`src/rtl/uart_rx.sv`:
```
// 8N1 UART receiver: 2-flop synchronizer, mid-bit sampling FSM and a single-entry
// output register with ready/valid handshake, frame-error and overrun pulses.
module uart_rx #(
  parameter int clk_freq = 10000000,
  parameter int baudrate = 115200
) (
  input  logic       clk,
  input  logic       rst_n,
  input  logic       rx_in,
  output logic [7:0] rx_data,
  output logic       rx_valid,
  input  logic       rx_ready,
  output logic       frame_err,
  output logic       overrun
);

  localparam int clks_per_bit = clk_freq / baudrate;
  localparam int half_bit     = clks_per_bit / 2;
  localparam logic [15:0] BIT_END  = 16'(clks_per_bit - 1);
  localparam logic [15:0] HALF_END = 16'(half_bit - 1);

  typedef enum logic [1:0] {IDLE, START, DATA, STOP} state_e;

  logic [1:0]  sync_q;
  logic        rx_s;
  state_e      state_q, state_d;
  logic [15:0] cnt_q, cnt_d;
  logic [2:0]  idx_q, idx_d;
  logic [7:0]  shreg_q, shreg_d;
  logic        armed_q, armed_d;
  logic        done, ferr;
  logic [7:0]  data_q, data_d;
  logic        valid_q, valid_d;
  logic        fe_q, ov_q, ov_d;

  assign rx_s = sync_q[1];

  always_ff @(posedge clk or negedge rst_n) begin
    if (!rst_n) begin
      sync_q  <= 2'b11;
      state_q <= IDLE;
      cnt_q   <= '0;
      idx_q   <= '0;
      shreg_q <= '0;
      armed_q <= 1'b0;
      data_q  <= '0;
      valid_q <= 1'b0;
      fe_q    <= 1'b0;
      ov_q    <= 1'b0;
    end else begin
      sync_q  <= {sync_q[0], rx_in};
      state_q <= state_d;
      cnt_q   <= cnt_d;
      idx_q   <= idx_d;
      shreg_q <= shreg_d;
      armed_q <= armed_d;
      data_q  <= data_d;
      valid_q <= valid_d;
      fe_q    <= ferr;
      ov_q    <= ov_d;
    end
  end

  always_comb begin
    state_d = state_q;
    cnt_d   = cnt_q;
    idx_d   = idx_q;
    shreg_d = shreg_q;
    armed_d = armed_q;
    done    = 1'b0;
    ferr    = 1'b0;
    case (state_q)
      IDLE: begin
        cnt_d = '0;
        idx_d = '0;
        // A start edge only counts after the line has been seen high, so a
        // stuck-low line after a framing error never retriggers.
        if (rx_s) begin
          armed_d = 1'b1;
        end else if (armed_q) begin
          state_d = START;
          armed_d = 1'b0;
        end
      end
      START: begin
        if (cnt_q == HALF_END) begin
          cnt_d   = '0;
          state_d = rx_s ? IDLE : DATA;
        end else begin
          cnt_d = cnt_q + 16'd1;
        end
      end
      DATA: begin
        if (cnt_q == BIT_END) begin
          cnt_d          = '0;
          shreg_d[idx_q] = rx_s;
          if (idx_q == 3'd7) state_d = STOP;
          else               idx_d   = idx_q + 3'd1;
        end else begin
          cnt_d = cnt_q + 16'd1;
        end
      end
      STOP: begin
        if (cnt_q == BIT_END) begin
          cnt_d   = '0;
          state_d = IDLE;
          done    = rx_s;
          ferr    = ~rx_s;
        end else begin
          cnt_d = cnt_q + 16'd1;
        end
      end
      default: state_d = IDLE;
    endcase
  end

  // Output register: a completion may replace a byte only when it is being
  // consumed in the same cycle; otherwise the new byte is dropped.
  always_comb begin
    data_d  = data_q;
    valid_d = valid_q;
    ov_d    = 1'b0;
    if (done) begin
      if (!valid_q || rx_ready) begin
        data_d  = shreg_q;
        valid_d = 1'b1;
      end else begin
        ov_d = 1'b1;
      end
    end else if (valid_q && rx_ready) begin
      valid_d = 1'b0;
    end
  end

  assign rx_data   = data_q;
  assign rx_valid  = valid_q;
  assign frame_err = fe_q;
  assign overrun   = ov_q;

endmodule

```
`config.mk`:
```
export PLATFORM = sky130hd
export DESIGN_NAME = uart_rx
export DESIGN_NICKNAME = d
export VERILOG_FILES = /design/src/rtl/uart_rx.sv
export SDC_FILE = /design/constraint.sdc
export NUM_CORES = 1
export LEC_CHECK = 0
export BUFFER_PORTS_ARGS = -buffer_cell sky130_fd_sc_hd__buf_2
export CORE_MARGIN = 2
export CORE_UTILIZATION = 32
export CTS_CLUSTER_DIAMETER = 200
export CTS_CLUSTER_SIZE = 20
export DETAILED_ROUTE_END_ITERATION = 10
export PLACE_DENSITY_LB_ADDON = 0.15
export SLEW_MARGIN = 20
export SYNTH_ARGS = -nofsm -noshare
export SYNTH_HDL_FRONTEND = slang
export SYNTH_SLANG_ARGS = --single-unit
export TNS_END_PERCENT = 1
```
`constraint.sdc`:
```
create_clock -name clk -period 2.46 [get_ports clk]
set_clock_uncertainty 0.15 [all_clocks]
set_input_delay 0.246 -clock clk [delete_from_list [all_inputs] [get_ports clk]]
set_output_delay 0.246 -clock clk [all_outputs]
set_load 0.03 [all_outputs]
```
==> results.md, run 1 <==
| Parameter | Reported |
| --- | --- |
| Run status | finished, final reports clean |
| Number of vias per cell | 5.02 |
| Count of distinct cell types in the synthesized netlist | 35 |
| # DRC | 0 |
| Fin. Hold Viols | 0 |
| Count of warnings emitted by yosys | 0 |
| Global-route wire length before repair | 7.12 mm |
| Via count of the first global-routing pass | 1521 |
| H-tree level count | 2 |
| Post-route cell area | 2350 sq um |
| Slew Limit Headroom | 35.5% |
| Least-Margin Pin Slew | 0.968 ns |
| Area added between synthesis and finish | 13.3% |
| Number of vias in the routed layout | 1422 |
| Synthesized area per cell | 11.2 sq um |
| Post-synthesis async set-or-reset flop share | 100% |
| Antenna-violating nets left | 0 |
| Placed wire-length estimate after detailed placement | 2.86 mm |
| Cell Rows | 29 |
| Leak Pwr | 1.03 nW |
| Post-Place Cells | 273 |
| Latest clock arrival within the worst-skew pair | 0.30 ns |
| Initial drt markers | 73 |
| Post-Synthesis Net Count | 194 |
| # Max-Cap Violations | 0 |
| Die outline area | 7150 sq um |
| Clock root buffer master | sky130_fd_sc_hd__clkbuf_8 |
| Clock tree from TritonCTS | built |
| Ant diodes | 0 |
| Critical path capture point type | flip-flop |
| Final nets | 214 |
| Core region area | 6310 sq um |
| HP Class | primary input to flip-flop |
| Final Slew Violations | 0 |
| Final design utilization | 37.3% |
| Worst hold slack after final layout | 0.126 ns |
| GRT Util Overall | 12.5% |
| Clock buffer count from CTS | 5 |
| Area after detailed placement | 2250 sq um |
| Number of antenna violations at the first check in global routing | 0 |
| Startpoint of the tightest hold check path | rx_ready |
| Post-CTS setup buffer count | 0 |
| Final worst setup slack | 0.186 ns |
| Startpoint of the most critical register-to-register path | cnt_q[9] |
| Worst slack, placed | 0.176 ns |
| Peak clock frequency supported by timing | 0.440 GHz |
| Die span in x | 84.6 um |
| Number of flops mapped to enable cells by yosys | 0 |
| Share of synthesized area occupied by flip-flops and latches | 51.9% |
| Unrepaired setup endpoints after global routing | no |
| Prevailing post-synth register cell | sky130_fd_sc_hd__dfrtp_1 |
| WL/cell | 14.4 um |
| Final GP Congestion | 0.800 |
| Y dimension of the die | 84.6 um |
| Clock-pin slew on the worst setup and hold paths | 0.08 ns |
| IO buf count | 14 |
| Final-layout setup total negative slack | 0 ns |
| Overall Power | 1.31 mW |
| CTS sink cnt | 43 |
| Cts hold-fix bufs | 2 |
| Min Clock Period, post-route | 2.27 ns |
| Maximum VDD drop | 0.242 mV |
| Final wirelength | 4.07 mm |
| Starting density of the core | 32.9% |
| Number of register bits inferred by synthesis | 43 |
| Worst-path maximum fanout | 10 |
| Power density over cell area | 559 nW/um^2 |
| Crit Path Class | flip-flop to flip-flop |
| Non-filler cells in the finished layout | 283 |
| Pin count of the biggest net entering global routing | 44 |
| Detailed-router iteration count before antenna repair | 4 |
| Top-level port count | 15 |
| Share of final-layout standard cells stronger than drive strength 1 | 26.2% |
| Worst-case clock buffer depth | 2 |
| Post-synthesis instance area | 2080 sq um |
| Gate Count Post-Synth | 185 |
| Final setup fails | 0 |
| Startpoint type of the worst setup path | flip-flop |
| Critical path arrival | 2.31 ns |
| Ratio of final minimum period to clock period | 92.4% |
| Required time worst endpoint | 2.49 ns |
| Origin of the worst setup path | cnt_q[9] |
| Post-CTS sizing | 0 |
| Global route overflow | 0 |
==> path summary, 6_finish.rpt <==
path	depth (start not counted)	slack [ns]	to
max	4	0.19	rx_data[5]
min	3	0.13	overrun
max reg2reg	4	0.19	rx_data[5]
min reg2reg	0	0.21	sync_q[1]
max in group asynchronous	2	1.07	cnt_q[4]
min in group asynchronous	2	0.49	shreg_q[0]
==> placed cells by master (no fill, tap or decap), types with 7 or more instances in the layout <==
master	count
sky130_fd_sc_hd__buf_2	14
sky130_fd_sc_hd__dfrtp_1	41
sky130_fd_sc_hd__inv_1	7
sky130_fd_sc_hd__mux2_2	16
sky130_fd_sc_hd__nand2_1	10
sky130_fd_sc_hd__nand3_1	8
sky130_fd_sc_hd__nor2_1	23
sky130_fd_sc_hd__nor3_1	8
sky130_fd_sc_hd__xnor2_1	10
==> routing by layer <==
layer	global-route usage, %	wire length, um
met5	0	0
met4	4.76	55
met2	21.5	2090
met3	3.74	168
met1	14.6	1750
==> synth_stat cells (2+ instances only) <==
cell type	instances	area share (%)
sky130_fd_sc_hd__and4_1	2	0.84
sky130_fd_sc_hd__nor2_1	23	4.2
sky130_fd_sc_hd__ha_1	5	3.0
sky130_fd_sc_hd__nor4_4	2	2.0
sky130_fd_sc_hd__mux2_2	16	8.7
sky130_fd_sc_hd__o211ai_1	3	1.1
sky130_fd_sc_hd__or2_2	3	0.90
sky130_fd_sc_hd__nor4_1	5	1.5
sky130_fd_sc_hd__nor3_1	8	1.9
sky130_fd_sc_hd__nand4_1	5	1.5
sky130_fd_sc_hd__and3b_1	2	0.84
sky130_fd_sc_hd__inv_1	7	1.3
sky130_fd_sc_hd__nand3_1	8	1.9
sky130_fd_sc_hd__xnor2_1	10	4.2
sky130_fd_sc_hd__nand2b_1	3	0.90
sky130_fd_sc_hd__buf_2	2	0.48
sky130_fd_sc_hd__o311ai_0	3	1.3
sky130_fd_sc_hd__o21ai_0	2	0.48
sky130_fd_sc_hd__clkbuf_1	6	1.1
sky130_fd_sc_hd__dfrtp_1	41	49
sky130_fd_sc_hd__nand2_1	10	1.8
sky130_fd_sc_hd__mux2_1	2	1.1
sky130_fd_sc_hd__dfstp_2	2	2.5
sky130_fd_sc_hd__or3_1	2	0.60
sky130_fd_sc_hd__xor2_1	3	1.3
==> where the power goes <==
group	switching (mW)	leakage, nW	internal [mW]	total [mW]
clock	0.247	0.0477	0.195	0.442
sequential	0.0322	0.590	0.728	0.760
combinational	0.0705	0.389	0.0424	0.113
total	0.350	1.03	0.965	1.31
==> area by class of cell <==
class	count	area, sq um
Clock inverter	3	15.0
Multi-Input combinational cell	127	940
Timing Repair Buffer	21	128
Inverter	7	26.3
Fill cell	638	3960
Clock buffer	5	68.8
Tap cell	77	96.3
Sequential cell	43	1080
==> registers in the layout, indices dropped and copies added (netlist names), named ones only <==
| signal | count |
|---|---|
| rx_valid | 1 |
| rx_data | 8 |
| cnt_q | 16 |
| sync_q | 2 |
| idx_q | 3 |
| overrun | 1 |
| frame_err | 1 |
| armed_q | 1 |
| state_q | 1 |
| shreg_q | 8 |
==> worst max-delay path, cell delays in order (launching register included) <==
cell	delay (ns)
sky130_fd_sc_hd__dfrtp_1	0.46
sky130_fd_sc_hd__nor4_4	0.40
sky130_fd_sc_hd__nand4_4	0.25
sky130_fd_sc_hd__nor3b_4	0.50
sky130_fd_sc_hd__mux2_2	0.39
==> cells by family (layout without fill, tap and decap cells) <==
kind of cell,count (synthesis),in the layout,synth area share [%]
simple gates,79,79,22.5
flops,43,43,51.9
mux,18,18,9.76
buf+inv,15,36,2.83
xor+xnor,13,13,5.48
compound gates,12,12,4.46
fa+ha+maj,5,5,3.01
No activity file was read; power rests on OpenSTA's default activity.
==> run 2, diff against run 1 <==
--- a/config.mk
+++ b/config.mk
@@ -12,6 +12,7 @@
 export CTS_CLUSTER_SIZE = 20
 export DETAILED_ROUTE_END_ITERATION = 10
 export PLACE_DENSITY_LB_ADDON = 0.15
+export RECOVER_POWER = 50
 export SLEW_MARGIN = 20
 export SYNTH_ARGS = -nofsm -noshare
 export SYNTH_HDL_FRONTEND = slang
==> constraint.sdc (replaced) <==
create_clock -name clk -period 2.51 [get_ports clk]
set_clock_uncertainty 0.15 [all_clocks]
set_input_delay 0.251 -clock clk [delete_from_list [all_inputs] [get_ports clk]]
set_output_delay 0.251 -clock clk [all_outputs]
set_load 0.03 [all_outputs]
==> run 2 against run 1 <==
  * Largest power group unchanged
  * Worst hold slack gained 0.0041 ns
  * Clock power shrank 4%
  * Die area is the same
  * Total power shrank 2.6%
  * Register-to-register slack gained 0.16 ns
  * Critical path type unchanged
  * Highest routed layer unchanged
  * Combinational power shrank 4%
  * First-iteration DRC count grew 56%
==> results.md, run 2 (synthesized netlist as in run 1, its figures left out) <==
| Parameter | Reported | Delta |
| --- | --- | --- |
| Run status | finished, final reports clean |  |
| Pin count of the biggest net entering global routing | 44 | unchanged |
| Endpoint of the worst hold-timing path | overrun |  |
| Initial drt markers | 114 | +56% |
| # DRC | 0 | unchanged |
| Leak Pwr | 0.960 nW | -6.5% |
| Crit Path Class | flip-flop to flip-flop |  |
| # Max-Cap Violations | 0 | unchanged |
| CP max-delay cell | sky130_fd_sc_hd__dfrtp_1 |  |
| Startpoint of the most critical register-to-register path | cnt_q[9] |  |
| Worst-path maximum fanout | 8 | -2 |
| Area after detailed placement | 2230 sq um | -0.67% |
| Clock root buffer master | sky130_fd_sc_hd__clkbuf_8 |  |
| Number of cells on the worst hold path | 3 | unchanged |
| Maximum VDD drop | 0.187 mV | -23% |
| Max FFs per register | 16 | unchanged |
| Crit path max-delay family | simple AND/OR/NAND/NOR gates |  |
| Critical path capture point type | flip-flop |  |
| Final GP Congestion | 0.742 | -7.2% |
| Worst reg2reg path depth | 4 | unchanged |
| Starting density of the core | 32.9% | unchanged |
| Die outline area | 7150 sq um | unchanged |
| Post-CTS sizing | 0 | unchanged |
| Die span in x | 84.6 um | unchanged |
| Cell Chain, Critical Path | nor4_4 -> nand4_4 -> nor3b_4 -> mux2_2 |  |
| Clock tree from TritonCTS | built |  |
| Cell Rows | 29 | unchanged |
| Via count of the first global-routing pass | 1446 | -4.9% |
| Leading cell type in the layout, fill and taps excluded | sky130_fd_sc_hd__dfrtp_1 |  |
| Peak clock frequency supported by timing | 0.463 GHz | +5.2% |
| Global route overflow | 0 | unchanged |
| Final worst setup slack | 0.350 ns | +0.163 ns |
| Most frequent cells in the layout | 41 x sky130_fd_sc_hd__dfrtp_1, 23 x sky130_fd_sc_hd__nor2_1, 16 x sky130_fd_sc_hd__mux2_2 |  |
| Latest clock arrival within the worst-skew pair | 0.29 ns | about the same |
| H-tree level count | 2 | unchanged |
| Worst slack, placed | 0.357 ns | +0.181 ns |
| Required time worst endpoint | 2.54 ns | +0.05 ns |
| Share of final-layout standard cells stronger than drive strength 1 | 18.6% | -7.6 points |
| Least-Margin Pin Slew | 1.05 ns | +0.0800 ns |
| GRT Util Overall | 12.3% | -0.21 points |
| Clock-pin slew on the worst setup and hold paths | 0.08 ns | about the same |
| Ratio of final minimum period to clock period | 86.1% | -6.4 points |
| Startpoint of the tightest hold check path | rx_ready |  |
| Antenna-violating nets left | 0 | unchanged |
| Unrepaired setup endpoints after global routing | no |  |
| WL/cell | 14.0 um | -2.8% |
| Number of antenna violations at the first check in global routing | 0 | unchanged |
| Detailed-router iteration count before antenna repair | 4 | unchanged |
| Top-level port count | 15 | unchanged |
| Fin. Hold Viols | 0 | unchanged |
| Clock buffer count from CTS | 5 | unchanged |
| Power density over cell area | 552 nW/um^2 | -1.3% |
| Setup slack of the most critical reg-to-reg path | 0.35 ns | +0.16 ns |
| Worst path buffer plus inverter count | 0 | unchanged |
| Final-layout setup total negative slack | 0 ns | unchanged |
| Y dimension of the die | 84.6 um | unchanged |
| Number of vias in the routed layout | 1400 | -1.5% |
| Core region area | 6310 sq um | unchanged |
| Min Clock Period, post-route | 2.16 ns | -0.113 ns |
| Final setup fails | 0 | unchanged |
| Final design utilization | 36.7% | -0.52 points |
| CTS sink cnt | 43 | unchanged |
| Number of vias per cell | 4.98 | -0.85% |
| Worst-case clock buffer depth | 2 | unchanged |
| Global-route wire length before repair | 7.02 mm | -1.4% |
| Slew Limit Headroom | 30.2% | -5.3 points |
| Final nets | 212 | -0.93% |
| IO buf count | 14 | unchanged |
| Final wirelength | 3.93 mm | -3.4% |
| Critical path arrival | 2.19 ns | -0.12 ns |
| Biggest register | cnt_q |  |
| Post-route cell area | 2320 sq um | -1.4% |
| Overall Power | 1.28 mW | -2.6% |
| HP Class | primary input to flip-flop |  |
| Placed wire-length estimate after detailed placement | 2.74 mm | -4.4% |
| Capture point of the worst reg-to-reg path | rx_data[5] |  |
| Startpoint type of the worst setup path | flip-flop |  |
| Area added between synthesis and finish | 11.7% |  |
| Crit path largest cell delay | 0.45 ns | -0.05 ns |
| Final Slew Violations | 0 | unchanged |
| Ant diodes | 0 | unchanged |
[run 2: cell count changes in the layout (fill, tap and decap cells not counted), sizes merged]
cell	before	now
clkbuf	5	20
buf	19	5
clkinv	3	0
[run 2: how the worst max path moves through the flow]
| stage | start | slack, ns | cells after the start | endpoint |
|---|---|---|---|---|
| after floorplan | cnt_q[1] | 0.53 | 7 | shreg_q[0] |
| after global placement | cnt_q[9] | 0.39 | 4 | rx_data[4] |
| after detailed placement | cnt_q[9] | 0.36 | 4 | rx_data[5] |
| after CTS | cnt_q[9] | 0.34 | 4 | rx_data[5] |
| after global routing | cnt_q[9] | 0.21 | 4 | rx_data[2] |
| final | cnt_q[9] | 0.35 | 4 | rx_data[5] |
[run 2: final cells by class]
| cell class | count | area (sq um) |
|---|---|---|
| multi-input combinational | 127 | 940 |
| fill | 657 | 3990 |
| clock buffer | 8 | 80.1 |
| tap | 77 | 96.3 |
| timing repair buffer | 19 | 98.8 |
| inverter | 7 | 26.3 |
| sequential | 43 | 1080 |
[run 2: stage by stage]
stage          cells  hold WS (ns)
5_1_grt          281         0.163
6_report         281         0.130
3_3_place_gp     271         0.196
4_1_cts          281         0.134
2_1_floorplan    185        -0.195
3_5_place_dp     271         0.197
[run 2: routing by layer]
| layer | routed length [um] | track usage [%] | up-vias |
|---|---|---|---|
| met1 | 1810 | 14.8 | 682 |
| met2 | 1910 | 21.0 | 21 |
| met5 | 0 | 0 | - |
| li1 | - | - | 691 |
| met3 | 137 | 3.54 | 6 |
| met4 | 59 | 4.33 | 0 |
[run 2: where the power goes]
group	internal [mW]	total [mW]	switching, mW	leakage (nW)
Combinational	0.0404	0.108	0.0674	0.331
Clock	0.198	0.424	0.226	0.0395
Sequential	0.713	0.748	0.0348	0.590
[run 2: timing repair]
item,CTS,global route
setup buffers,0,0
hold endpoints to repair,42,0
hold buffers,2,0
[run 2: worst reg2reg max path, stage by stage, from the launching register on]
cell,delay [ns]
sky130_fd_sc_hd__dfrtp_1,0.45
sky130_fd_sc_hd__nor4_4,0.39
sky130_fd_sc_hd__nand4_4,0.21
sky130_fd_sc_hd__nor3b_4,0.45
sky130_fd_sc_hd__mux2_2,0.39
